## src/rtl/man_frame_rx.sv

```systemverilog
// Manchester frame receiver: samples the line once per recovered half-bit,
// pairs halves into bits, hunts for the SFD and delivers a fixed-length frame.
//
// state | meaning
// HUNT  | searching the decoded bit stream for the start-of-frame delimiter
// RECV  | collecting FRAME_LEN payload bytes after a matched SFD
module man_frame_rx #(
  parameter int unsigned SAMPLE_DLY = 4,
  parameter logic [7:0]  SFD        = 8'hD5,
  parameter int unsigned FRAME_LEN  = 4
) (
  input  logic       clk,
  input  logic       rst,
  input  logic       signal_man,
  input  logic       sync_clk,
  output logic [7:0] data_out,
  output logic       data_valid,
  output logic       frame_start,
  output logic       frame_done,
  output logic       frame_err,
  output logic       locked
);

  typedef enum logic {HUNT, RECV} state_t;

  localparam logic [7:0] DLY_LOAD  = 8'(SAMPLE_DLY);
  localparam logic [7:0] LAST_BYTE = 8'(FRAME_LEN - 1);

  logic       man_s1_q, man_s2_q;
  logic       sck_s1_q, sck_s2_q, sck_s3_q;
  logic       tick_q;
  logic [7:0] dly_q;
  logic       sample_stb;

  logic       phase_q, first_q;
  logic       bit_vld_q, bit_val_q, viol_q;

  state_t     state_q, state_d;
  logic [7:0] shreg_q, shreg_d;
  logic [2:0] bit_cnt_q, bit_cnt_d;
  logic [7:0] byte_cnt_q, byte_cnt_d;
  logic [7:0] data_q, data_d;
  logic       dv_q, dv_d;
  logic       fs_q, fs_d;
  logic       fd_q, fd_d;
  logic       fe_q, fe_d;
  logic [7:0] shifted;

  always_ff @(posedge clk or posedge rst) begin
    if (rst) begin
      man_s1_q <= 1'b0;
      man_s2_q <= 1'b0;
      sck_s1_q <= 1'b0;
      sck_s2_q <= 1'b0;
      sck_s3_q <= 1'b0;
      tick_q   <= 1'b0;
    end else begin
      man_s1_q <= signal_man;
      man_s2_q <= man_s1_q;
      sck_s1_q <= sync_clk;
      sck_s2_q <= sck_s1_q;
      sck_s3_q <= sck_s2_q;
      tick_q   <= sck_s2_q ^ sck_s3_q;
    end
  end

  // Down-counter; the latest recovered edge always restarts the sample delay.
  assign sample_stb = (dly_q == 8'd1);

  always_ff @(posedge clk or posedge rst) begin
    if (rst) begin
      dly_q <= 8'd0;
    end else if (tick_q) begin
      dly_q <= DLY_LOAD;
    end else if (dly_q != 8'd0) begin
      dly_q <= dly_q - 8'd1;
    end
  end

  // On an invalid pair the second half is kept as the new first half, so a
  // stream that starts on the wrong half-bit realigns itself.
  always_ff @(posedge clk or posedge rst) begin
    if (rst) begin
      phase_q   <= 1'b0;
      first_q   <= 1'b0;
      bit_vld_q <= 1'b0;
      bit_val_q <= 1'b0;
      viol_q    <= 1'b0;
    end else begin
      bit_vld_q <= 1'b0;
      viol_q    <= 1'b0;
      if (sample_stb) begin
        if (!phase_q) begin
          first_q <= man_s2_q;
          phase_q <= 1'b1;
        end else if (first_q != man_s2_q) begin
          bit_vld_q <= 1'b1;
          bit_val_q <= man_s2_q;
          phase_q   <= 1'b0;
        end else begin
          viol_q  <= 1'b1;
          first_q <= man_s2_q;
        end
      end
    end
  end

  assign shifted = {bit_val_q, shreg_q[7:1]};

  always_comb begin
    state_d    = state_q;
    shreg_d    = shreg_q;
    bit_cnt_d  = bit_cnt_q;
    byte_cnt_d = byte_cnt_q;
    data_d     = data_q;
    dv_d       = 1'b0;
    fs_d       = 1'b0;
    fd_d       = 1'b0;
    fe_d       = 1'b0;
    case (state_q)
      HUNT: begin
        if (bit_vld_q) begin
          if (shifted == SFD) begin
            fs_d       = 1'b1;
            state_d    = RECV;
            shreg_d    = 8'd0;
            bit_cnt_d  = 3'd0;
            byte_cnt_d = 8'd0;
          end else begin
            shreg_d = shifted;
          end
        end else if (viol_q) begin
          shreg_d = 8'd0;
        end
      end
      RECV: begin
        if (bit_vld_q) begin
          shreg_d = shifted;
          if (bit_cnt_q == 3'd7) begin
            data_d     = shifted;
            dv_d       = 1'b1;
            bit_cnt_d  = 3'd0;
            byte_cnt_d = byte_cnt_q + 8'd1;
            if (byte_cnt_q == LAST_BYTE) begin
              fd_d    = 1'b1;
              state_d = HUNT;
              shreg_d = 8'd0;
            end
          end else begin
            bit_cnt_d = bit_cnt_q + 3'd1;
          end
        end else if (viol_q) begin
          fe_d       = 1'b1;
          state_d    = HUNT;
          shreg_d    = 8'd0;
          bit_cnt_d  = 3'd0;
          byte_cnt_d = 8'd0;
        end
      end
      default: state_d = HUNT;
    endcase
  end

  always_ff @(posedge clk or posedge rst) begin
    if (rst) begin
      state_q    <= HUNT;
      shreg_q    <= 8'd0;
      bit_cnt_q  <= 3'd0;
      byte_cnt_q <= 8'd0;
      data_q     <= 8'd0;
      dv_q       <= 1'b0;
      fs_q       <= 1'b0;
      fd_q       <= 1'b0;
      fe_q       <= 1'b0;
    end else begin
      state_q    <= state_d;
      shreg_q    <= shreg_d;
      bit_cnt_q  <= bit_cnt_d;
      byte_cnt_q <= byte_cnt_d;
      data_q     <= data_d;
      dv_q       <= dv_d;
      fs_q       <= fs_d;
      fd_q       <= fd_d;
      fe_q       <= fe_d;
    end
  end

  assign data_out    = data_q;
  assign data_valid  = dv_q;
  assign frame_start = fs_q;
  assign frame_done  = fd_q;
  assign frame_err   = fe_q;
  // Stays up through the frame_done/frame_err cycle, drops the cycle after.
  assign locked      = (state_q == RECV) | fd_q | fe_q;

endmodule

```

## config.mk

```make
export PLATFORM = sky130hd
export DESIGN_NAME = man_frame_rx
export DESIGN_NICKNAME = d
export VERILOG_FILES = /design/src/rtl/man_frame_rx.sv
export SDC_FILE = /design/constraint.sdc
export NUM_CORES = 1
export LEC_CHECK = 0
export ABC_AREA = 1
export BUFFER_PORTS_ARGS = -buffer_cell sky130_fd_sc_hd__clkbuf_2
export CAP_MARGIN = 40
export CORE_UTILIZATION = 40
export CTS_CLUSTER_SIZE = 24
export DETAILED_ROUTE_END_ITERATION = 8
export PLACE_DENSITY = 0.55
export SLEW_MARGIN = 0
export SYNTH_ARGS = -nofsm -noshare
export SYNTH_HDL_FRONTEND = slang
export SYNTH_SLANG_ARGS = --single-unit
export TNS_END_PERCENT = 5
```

## constraint.sdc

```tcl
create_clock -name clk -period 1.6 [get_ports clk]
set_input_delay 0.24 -clock clk [delete_from_list [all_inputs] [get_ports clk]]
set_output_delay 0.24 -clock clk [all_outputs]
set_load 0.1 [all_outputs]
```

# Word level (Yosys, flattened, before mapping)
# Cells that the tools add are included.
[totals]
mem_bits_ro = 0
latch_bits = 0
ram_bits = 0
mem_count = 0
out_inout_bits = 13
register_bits = 51
[op_classes]
div_mod_pow = 0
shifts = 0
addsub = 3
n_reduce_logical = 7
multipliers = 0
n_lt_le_gt_ge = 0
n_eq_ne = 10
n_bitwise = 4
mux = 48
[ops]
columns = ["cell", "count"]
rows = [
  ["two-way mux 8 bit", 13],
  ["case mux 8 bit (2 select lines)", 2],
  ["two-way mux 1 bit", 26],
  ["two-way mux 3 bit", 5],
  ["AND reduction 3 bit", 3],
  ["adder 8 x 1 -> 8 bit (second input constant)", 1],
  ["equality test 8 x 1 -> 1 bit (second input constant)", 1],
  ["equality test 8 x 2 -> 1 bit (second input constant)", 1],
  ["equality test 8 bit (second input constant)", 1],
  ["nonzero test 8 bit", 1],
  ["subtractor 8 x 1 -> 8 bit (second input constant)", 1],
  ["inequality test 2 bit (second input constant)", 3],
  ["case mux 3 bit (2 select lines)", 1],
  ["AND reduction 4 bit", 1],
  ["adder 3 x 1 -> 3 bit (second input constant)", 1],
  ["equality test 3 bit (second input constant)", 1],
  ["inequality test 3 x 2 -> 1 bit (second input constant)", 1],
  ["inequality test 3 bit (second input constant)", 1],
  ["bitwise OR 1 bit", 2],
  ["case mux 1 bit (2 select lines)", 1],
  ["AND reduction 2 bit", 1],
  ["nonzero test 2 bit", 1],
  ["inequality test 1 bit", 1],
  ["inverter 1 bit", 1],
  ["XOR 1 bit", 1],
]

# Longest topological paths before layout
# Gate-level depths: netlist of run 1.
[logic_depth]
word_depth = 5
depth_mapped = 9
ltp_nobuf = 9

# Worst setup path before layout of run 1
# OpenSTA, ideal clock, no wires.
[synth_timing]
kind = "register -> output"
start = "reg fd_q, in the netlist frame_done"
end = "out locked"
required_time_ps = 1360
setup_slack_ps = -348
path_buffers = 0
stages_incl_launch_ff = 2
arrival_time_ps = 1708
cell_sequence = "dfrtp_1 -> or3_1"
[synth_via]
elab_chain_cells = 2
[synth_lines]
columns = ["element", "line_no", "text"]
rows = [
  ["start: declaration", "45", "logic fd_q, fd_d;"],
  ["start signal: assignment", "173", "fd_q <= 1'b0;"],
  ["start signal: assignment", "183", "fd_q <= fd_d;"],
  ["bitwise OR 1 bit (2 in a row)", "194", "assign locked = (state_q == RECV) | fd_q | fe_q;"],
  ["end: declaration", "21", "output logic locked"],
]
# No other way between the ends.

# Final worst setup path of run 1
[layout_timing]
start = "reg state_q"
end = "out locked"
[layout_via]
elab_chain_cells = 2
[layout_lines]
columns = ["element", "line_no", "text"]
rows = [
  ["start: declaration", "38", "state_t state_q, state_d;"],
  ["start signal: assignment", "176", "state_q <= state_d;"],
  ["bitwise OR 1 bit (2 in a row)", "194", ""],
]
# No other way between the ends.

==> run metrics, run 1 <==
post-route clock period utilization 0.944; Clock Latency Late Sink 0.30 ns; register area share after synthesis 0.532; Power Density 1090 mW/mm^2; Reg clk slew, reported paths 0.09 ns; initial antenna violation count 0; CTS tree yes; DRC 0; critical path arrival 1.27 ns; vias in the first global route 1,666; Critical R2R Capture shreg_q[7]$_DFF_PP0_; minimum clock period 1.51 ns; RSZ-0062 raised after global routing yes; Die H 78.7 um; most area-consuming cells after synthesis dfrtp_1 53%, nand2_1 13%, inv_1 4.8%; mean number of vias per cell 4.86; PortBufs 16; Slew headroom 0.640; status complete, no violations; CTS buffer count 5; pin count of the biggest net entering global routing 51; CP bufs+invs 1; #FFs+latches synth 50; initial core utilization 0.422; met1 WL 2200 um; synth unique cells 31; cell-by-cell trace of the critical path or3_4 > buf_12; Hold Path Depth 1; fmax 662 MHz; core area 0.00557 mm^2; CTS H-tree lvls 2; final core utilization 0.480; Clock Sinks 50; maximum vdd drop 0.614 mV; EDFF count, synth 0; full die area 0.00619 mm^2; crit-path leading delay family flip-flops; Hold Crit Start sync_clk; met2 wire len 1990 um; R2R cell count 9; slowest CP cell dfrtp_2; yosys synthesis warning count 0; syn avg cell area 8.58 um^2; Post-Syn Instances 274; layout cell share with drive strength beyond 1 0.181; post-route ant nets 0; Final Max Slew Viols 0; first-pass GRT wire length 7510 um; Max-cap violations 0; Worst Skew 0.00328 ns; fin nets 308; Top Metal Used met4; Routed WL 4390 um; Routed WL per cell 11.8 um; Leakage 1.31 nW; Hold Path Class in2reg; Slew @ Worst Pin 0.543 ns; num rows 27; DR iter-0 viols 44; Critical Path End Type output pin; Hold Crit Endpoint sck_s1_q$_DFF_PP0_; Tot GR Track Use 0.158; Post-synth top flop dfrtp_1; critical path type reg2out; Post-Syn Area 0.00235 mm^2; Initial DRT Pass Iterations 4; P&R area growth vs syn 13.7%; num ports 17; worst path required time 1.36 ns; total congestion overflow 0; clock root cell clkbuf_8; Synth area leader dfrtp_1; ys async rst share 1.00; routed via count 1,803; worst r2r src bit_cnt_q[0]$_DFFE_PP0P_; GPL Wtd Cong 0.850; met3 wire length 140 um; clock buffer depth 2; syn_nets 284; placed cell count 361; Max FO, Critical Path 2; Largest stage delay, worst path 0.41 ns; reg-to-reg setup timing slack 0.12 ns; HPWL after DPL 3190 um; crit start category flop; Hold WS 0.0394 ns; endpoints failing setup 0; post-route insts no fill 371; share of the synthesized area in the top cell type 0.532; die span in x 78.7 um; ant diodes 0; Hold Violations, Final 0
## worst register-to-register path, cell delays in order (launching register included)
cell	delay, ns
dfrtp_1	0.40
ha_1	0.21
ha_1	0.22
nand2_1	0.07
inv_1	0.04
nand3_1	0.10
nor2_4	0.07
a21oi_4	0.14
nand3_1	0.10
nand2_1	0.07
## stage by stage
stage               setup TNS, ns  setup WS, ns  area, um^2  power [mW]
floorplan                       0       0.00508        2360        2.06
global placement                0         0.180        2550        2.19
detailed placement              0        0.0999        2550        2.20
CTS                             0        0.0696        2660        2.96
global route             -0.00721      -0.00465        2680        3.12
finish                          0        0.0891        2680        2.92
## where the power goes
group          internal, mW  switching (mW)  total (mW)
Combinational         0.242           0.383       0.625
Clock                 0.349           0.397       0.747
Sequential             1.40           0.146        1.55
## layout make-up
cell class / count / area [um^2]
clock buffers: 7 / 86.3
inverters: 32 / 120
well taps: 72 / 90.1
flip-flops and latches: 50 / 1250
clock inverters: 1 / 5.00
repair buffers: 22 / 155
multi-input cells: 187 / 965
fillers: 539 / 2900
## synthesized netlist by cell type (2+ instances only)
cell type and number:
dfrtp_1 50, nor3_1 4, o21ai_1 4, nor2_2 5, o21ai_0 12, nand2_2 5
buf_2 3, inv_1 30, inv_2 2, nand3_1 19, ha_1 6, o22ai_1 3
nand4_1 6, o21ai_2 4, xor2_1 2, a21oi_1 4, nor2_1 22, nand2_1 80
## placed cells by master, fill, tap and decap left out, types with 3 or more instances in the layout
cell type / netlist / routed
a21oi_1: 4 / 4
buf_4: 1 / 4
clkbuf_2: 0 / 15
clkbuf_8: 0 / 6
dfrtp_1: 50 / 48
ha_1: 6 / 6
inv_1: 30 / 29
inv_2: 2 / 3
nand2_1: 80 / 80
nand2_2: 5 / 5
nand3_1: 19 / 19
nand4_1: 6 / 6
nor2_1: 22 / 22
nor2_2: 5 / 4
nor3_1: 4 / 4
o21ai_0: 12 / 12
o21ai_1: 4 / 4
o21ai_2: 4 / 4
o22ai_1: 3 / 3
## metal layers
layer / vias to the layer above / GRT usage
met1: 841 / 0.213
met3: 5 / 0.0349
met2: 34 / 0.250
li1: 923 / -
met4: 0 / 0.0556
met5: - / 0
## flip-flops by register name (all words and copies together), names as in the netlist
register     cells
bit_cnt_q        3
bit_val_q        1
bit_vld_q        1
byte_cnt_q       8
data_out         8
data_valid       1
dly_q            8
first_q          1
frame_done       1
frame_err        1
frame_start      1
man_s1_q         1
man_s2_q         1
phase_q          1
sck_s1_q         1
sck_s2_q         1
sck_s3_q         1
shreg_q          7
state_q          1
tick_q           1
viol_q           1
## worst max path at each step
stage                              from                        end  slack (ns)  depth (start not counted)
3_5_place_dp   bit_cnt_q[0]$_DFFE_PP0P_       shreg_q[7]$_DFF_PP0_         0.1                          9
3_3_place_gp   bit_cnt_q[0]$_DFFE_PP0P_  byte_cnt_q[7]$_DFFE_PP0P_        0.18                          8
6_report              state_q$_DFF_PP0_                     locked        0.09                          2
4_1_cts               state_q$_DFF_PP0_                     locked        0.07                          2
2_1_floorplan       frame_err$_DFF_PP0_                     locked       0.005                          1
5_1_grt        bit_cnt_q[0]$_DFFE_PP0P_          state_q$_DFF_PP0_      -0.005                          9
## what timing repair did
action	CTS	global route
endpoints found under the hold margin	50	0
pin swaps	0	1
setup endpoints to repair	1	6
setup buffers	1	0
hold buffers	1	0
resized for setup	1	2
## kinds of logic after synthesis
group / count (synthesis) / synth area share
AND/OR/NAND/NOR: 147 / 0.280
flip-flops: 50 / 0.532
buffers and inverters: 37 / 0.0654
AO/OA/AOI/OAI: 31 / 0.0793
adder cells (fa/ha/maj): 6 / 0.0319
XOR/XNOR: 3 / 0.0112
Note: power is estimated with default switching activity, not from simulation.
==> inputs of run 2 (changes only) <==
Settings changed: HOLD_SLACK_MARGIN set to 0.06.
Clock period 1.6 ns to 1.9 ns, I/O delays scaled along.
==> run 2 against run 1 <==
Design area down 1.5%. First-iteration DRC count rose by 100%. Final cell count decreased by 0.27%. Clock skew is 0.0047 ns higher. Clock power down 3.2%. Sequential cell count stayed put. Sequential power decreased by 16%. Global-route usage grew 0.53 points. Worst setup slack better by 0.020 ns. Core utilization decreased by 0.70 points. Largest power group unchanged.
==> run metrics, run 2 (synthesis gave the netlist of run 1 again) <==
initial antenna violation count 0 (unchanged); crit-path leading delay family simple AND/OR/NAND/NOR gates (was flip-flops); first-pass GRT wire length 7880 um (was 7510 um); Critical Path End Type output pin (unchanged); layout cell share with drive strength beyond 1 0.168 (was 0.181); post-route setup TNS 0 ns (unchanged); CTS tree yes (unchanged); vias in the first global route 1,719 (was 1,666); Routed WL 4310 um (was 4390 um); Clock Latency Late Sink 0.29 ns (was 0.30 ns); full die area 0.00619 mm^2 (unchanged); PortBufs 16 (unchanged); Tot GR Track Use 0.164 (was 0.158); Clock Sinks 50 (unchanged); Slew headroom 0.643 (was 0.640); Final Max Slew Viols 0 (unchanged); Initial DRT Pass Iterations 4 (unchanged); placed cell count 361 (unchanged); die span in x 78.7 um (unchanged); Slew @ Worst Pin 0.538 ns (was 0.543 ns); GPL Wtd Cong 0.851 (was 0.850); post-route ant nets 0 (unchanged); Hold Path Class in2reg (unchanged); met3 wire length 103 um (was 140 um); num ports 17 (unchanged); worst path required time 1.62 ns (was 1.36 ns); maximum vdd drop 0.475 mV (was 0.614 mV); P&R area growth vs syn 12.1% (was 13.7%); post-route insts no fill 370 (was 371); initial core utilization 0.422 (unchanged); DR iter-0 viols 90 (was 44); most common cell after layout, fill and taps aside nand2_1 (unchanged); R2R cell count 6 (was 9); Max-cap violations 0 (unchanged); Top Metal Used met4 (unchanged); met2 wire len 1990 um (about the same); clock root cell clkbuf_8 (unchanged); status complete, no violations (unchanged); Routed WL per cell 11.7 um (was 11.8 um); minimum clock period 1.79 ns; Largest stage delay, worst path 0.46 ns (was 0.41 ns); fin nets 307 (was 308); critical path type reg2out (unchanged); core area 0.00557 mm^2 (unchanged); CTS H-tree lvls 2 (unchanged); Hold Violations, Final 0 (unchanged); HPWL after DPL 3200 um (was 3190 um); clock buffer depth 2 (unchanged); pin count of the biggest net entering global routing 23 (was 51); crit start category flop (unchanged); critical path arrival 1.51 ns (was 1.27 ns); total congestion overflow 0 (unchanged); Post-CTS Resized 0 (was 1); mean number of vias per cell 4.83 (was 4.86); fmax 558 MHz; post-route clock period utilization 0.943; Crit path depth 2 (unchanged); Leakage 1.31 nW (about the same); Worst Skew 0.00797 ns (was 0.00328 ns); Max FO, Critical Path 2 (unchanged); ant diodes 0 (unchanged); slowest CP cell or3_2 (was dfrtp_2); endpoints failing setup 0 (unchanged); Hold Path Depth 1 (unchanged); Reg clk slew, reported paths 0.08 ns (was 0.09 ns); met1 WL 2180 um (was 2200 um); most frequent cells in the layout 80 x nand2_1, 50 x dfrtp_1, 29 x inv_1 (was 80 x nand2_1, 48 x dfrtp_1, 29 x inv_1); RSZ-0062 raised after global routing no (was yes); CP bufs+invs 1 (unchanged); Die H 78.7 um (unchanged); routed via count 1,787 (was 1,803); CTS buffer count 5 (unchanged); cell-by-cell trace of the critical path or3_2 > clkbuf_2 (was or3_4 > buf_12); num rows 27 (unchanged); DRC 0 (unchanged); Power Density 966 mW/mm^2 (was 1090 mW/mm^2)
[run 2: power by group]
part	leakage, nW	total (mW)	internal, mW	switching [mW]
logic	0.579	0.523	0.201	0.322
registers	0.673	1.30	1.18	0.120
clock network	0.0524	0.723	0.394	0.329
[run 2: metrics by stage]
step | utilization | power [mW] | area [um^2] | setup WS, ns | hold WS (ns)
after detailed placement | 0.452 | 1.85 | 2520 | 0.387 | 0.316
final | 0.473 | 2.55 | 2640 | 0.109 | 0.0977
after CTS | 0.473 | 2.59 | 2640 | 0.0840 | 0.0812
after global placement | 0.452 | 1.84 | 2520 | 0.411 | 0.310
after floorplan | - | 1.73 | 2350 | 0.0290 | 0.316
after global routing | 0.473 | 2.73 | 2640 | 0.0588 | 0.0720
[run 2: final timing paths]
check,startpoint,endpoint,slack (ns)
setup reg to reg,bit_cnt_q[0]$_DFFE_PP0P_,byte_cnt_q[0]$_DFFE_PP0P_,0.40
hold reg to reg,man_s1_q$_DFF_PP0_,man_s2_q$_DFF_PP0_,0.35
hold / removal,signal_man,man_s1_q$_DFF_PP0_,0.1
setup / recovery,state_q$_DFF_PP0_,locked,0.11
max in group asynchronous,rst,bit_val_q$_DFFE_PP0P_,0.79
min in group asynchronous,rst,bit_cnt_q[0]$_DFFE_PP0P_,0.53
[run 2: repair_timing]
item / CTS / global route
setup endpoints to repair: 0 / 0
setup buffers: 0 / 0
hold buffers: 1 / 0
endpoints found under the hold margin: 20 / 0
[run 2: metal layers]
metal,global-route usage,vias up
met5,0,-
met4,0.0556,0
met3,0.0360,6
met2,0.254,28
met1,0.225,830
li1,-,923
[run 2: final cells by class]
cell class / instances / area [um^2]
clock inverter: 1 / 30.0
sequential: 50 / 1250
inverter: 32 / 120
timing repair buffer: 21 / 120
tap: 72 / 90.1
multi-input combinational: 187 / 948
clock buffer: 7 / 76.3
fill: 572 / 2940
==> inputs of run 3 (changes only) <==
Settings changed: BUFFER_PORTS_ARGS -buffer_cell sky130_fd_sc_hd__clkbuf_2 to -buffer_cell sky130_fd_sc_hd__buf_2.
==> run 3 against run 2 <==
Sequential share of layout area increased by 0.20 points. Sequential power about the same. Sequential cell count unchanged. Design area decreased by 0.43%. Register-to-register slack about the same.
==> run metrics, run 3 (synthesis gave the netlist of run 1 again) <==
status complete, no violations (unchanged); critical path type reg2out (unchanged); cell-by-cell trace of the critical path or3_2 > buf_2 (was or3_2 > clkbuf_2); CP bufs+invs 1 (unchanged); final core utilization 0.471 (was 0.473); fin nets 307 (unchanged); fmax 580 MHz (was 558 MHz); mean number of vias per cell 4.73 (was 4.83); initial core utilization 0.422 (unchanged); die span in x 78.7 um (unchanged); Post-CTS Resized 0 (unchanged); PortBufs 16 (unchanged); maximum vdd drop 0.403 mV (was 0.475 mV); Max FO, Critical Path 2 (unchanged); cell area after placement 0.00252 mm^2 (unchanged); initial antenna violation count 0 (unchanged); Final Max Slew Viols 0 (unchanged); RSZ-0062 raised after global routing no (unchanged); Die H 78.7 um (unchanged); postcts setup bufs 0 (unchanged); area of the multi-input gates 948 um^2 (unchanged); GPL Wtd Cong 0.849 (was 0.851); P&R area growth vs syn 11.6% (was 12.1%); Tot GR Track Use 0.162 (was 0.164); worst path required time 1.62 ns (about the same); critical path arrival 1.44 ns (was 1.51 ns); Slew @ Worst Pin 0.490 ns (was 0.538 ns); core area 0.00557 mm^2 (unchanged); CTS H-tree lvls 2 (unchanged); DRC 0 (unchanged); post-route clock period utilization 0.907 (was 0.943); vias in the first global route 1,606 (was 1,719); endpoints failing setup 0 (unchanged); layout cell share with drive strength beyond 1 0.174 (was 0.168); Clock Latency Late Sink 0.30 ns (was 0.29 ns); clock buffer depth 2 (unchanged); slowest CP cell or3_2 (unchanged); post-route setup TNS 0 ns (unchanged); Worst Skew 0.00627 ns (was 0.00797 ns); Hold Violations, Final 0 (unchanged); crit start category flop (unchanged); Slew headroom 0.676 (was 0.643); Routed WL 4330 um (was 4310 um); Max-cap violations 0 (unchanged); routed via count 1,749 (was 1,787); post-route ant nets 0 (unchanged); Power Density 935 mW/mm^2 (was 966 mW/mm^2); num ports 17 (unchanged); Leakage 1.31 nW (about the same); DR iter-0 viols 127 (was 90); Hold WS 0.0813 ns (was 0.0977 ns); HPWL after DPL 3230 um (was 3200 um); Hold Path Class in2reg (unchanged); crit-path leading delay family simple AND/OR/NAND/NOR gates (unchanged); minimum clock period 1.72 ns (was 1.79 ns); pin count of the biggest net entering global routing 23 (unchanged); Critical Path End Type output pin (unchanged); Largest stage delay, worst path 0.46 ns (about the same); most common cell after layout, fill and taps aside nand2_1 (unchanged); ant diodes 0 (unchanged); num rows 27 (unchanged); Finished Cell Area 0.00263 mm^2 (was 0.00264 mm^2); total congestion overflow 0 (unchanged); fill cell count 546 (was 572); CTS tree yes (unchanged); Reg clk slew, reported paths 0.09 ns (was 0.08 ns); clock root cell clkbuf_8 (unchanged); full die area 0.00619 mm^2 (unchanged); most frequent cells in the layout 80 x nand2_1, 50 x dfrtp_1, 29 x inv_1 (unchanged); Initial DRT Pass Iterations 4 (unchanged); first-pass GRT wire length 7660 um (was 7880 um); Reg area 0.00125 mm^2 (unchanged); Clock Sinks 50 (unchanged); CTS buffer count 5 (unchanged); Routed WL per cell 11.7 um (about the same)
==> run 3: changes by cell type in the layout (fill, tap and decap cells not counted) <==
cell        previous run  this run
buf_2                  0        16
clkbuf_2              16         0
clkbuf_1               2         0
bufinv_16              1         0
clkbuf_8               5         6
clkinv_2               0         1
clkinvlp_4             0         1
==> run 3: worst paths after layout <==
| path | slack (ns) | startpoint | end | cells past startpoint |
|---|---|---|---|---|
| worst max-delay path | 0.18 | state_q$_DFF_PP0_ | locked | 2 |
| worst min-delay path | 0.08 | signal_man | man_s1_q$_DFF_PP0_ | 1 |
| worst max register to register | 0.39 | bit_cnt_q[0]$_DFFE_PP0P_ | byte_cnt_q[0]$_DFFE_PP0P_ | 6 |
| worst min register to register | 0.35 | sck_s1_q$_DFF_PP0_ | sck_s2_q$_DFF_PP0_ | 0 |
| max in group asynchronous | 0.78 | rst | data_out[1]$_DFFE_PP0P_ | 4 |
| min in group asynchronous | 0.54 | rst | sck_s1_q$_DFF_PP0_ | 3 |
==> run 3: where the power goes <==
| group | leakage, nW | internal (mW) | switching [mW] |
|---|---|---|---|
| registers | 0.673 | 1.18 | 0.121 |
| clock network | 0.0472 | 0.293 | 0.343 |
| logic | 0.591 | 0.200 | 0.319 |
| total | 1.31 | 1.67 | 0.783 |
==> run 3: final cells by class <==
class,instances,area share
tap,72,0.0343
clock inverter,2,0.00477
sequential,50,0.477
inverter,32,0.0458
timing repair buffer,21,0.0458
multi-input combinational,187,0.361
clock buffer,6,0.0315
==> run 3: what timing repair did <==
item                                   4_1_cts  5_1_grt
setup endpoints to repair                    0        0
endpoints found under the hold margin       20        0
hold buffers                                 1        0
==> run 3: metal layers <==
layer  track usage  wire length (um)  up-vias
li1              -                 -      922
met1         0.227              2180      792
met2         0.239              1920       27
met3        0.0395               145        8
met4        0.0667                82        0
met5             0                 0        -
==> run 3: stage by stage <==
step | instances | setup WS, ns | total power [mW]
floorplan | 274 | 0.0290 | 1.73
global placement | 361 | 0.417 | 1.84
detailed placement | 361 | 0.397 | 1.84
CTS | 370 | 0.151 | 2.50
global route | 370 | 0.141 | 2.63
finish | 370 | 0.177 | 2.46
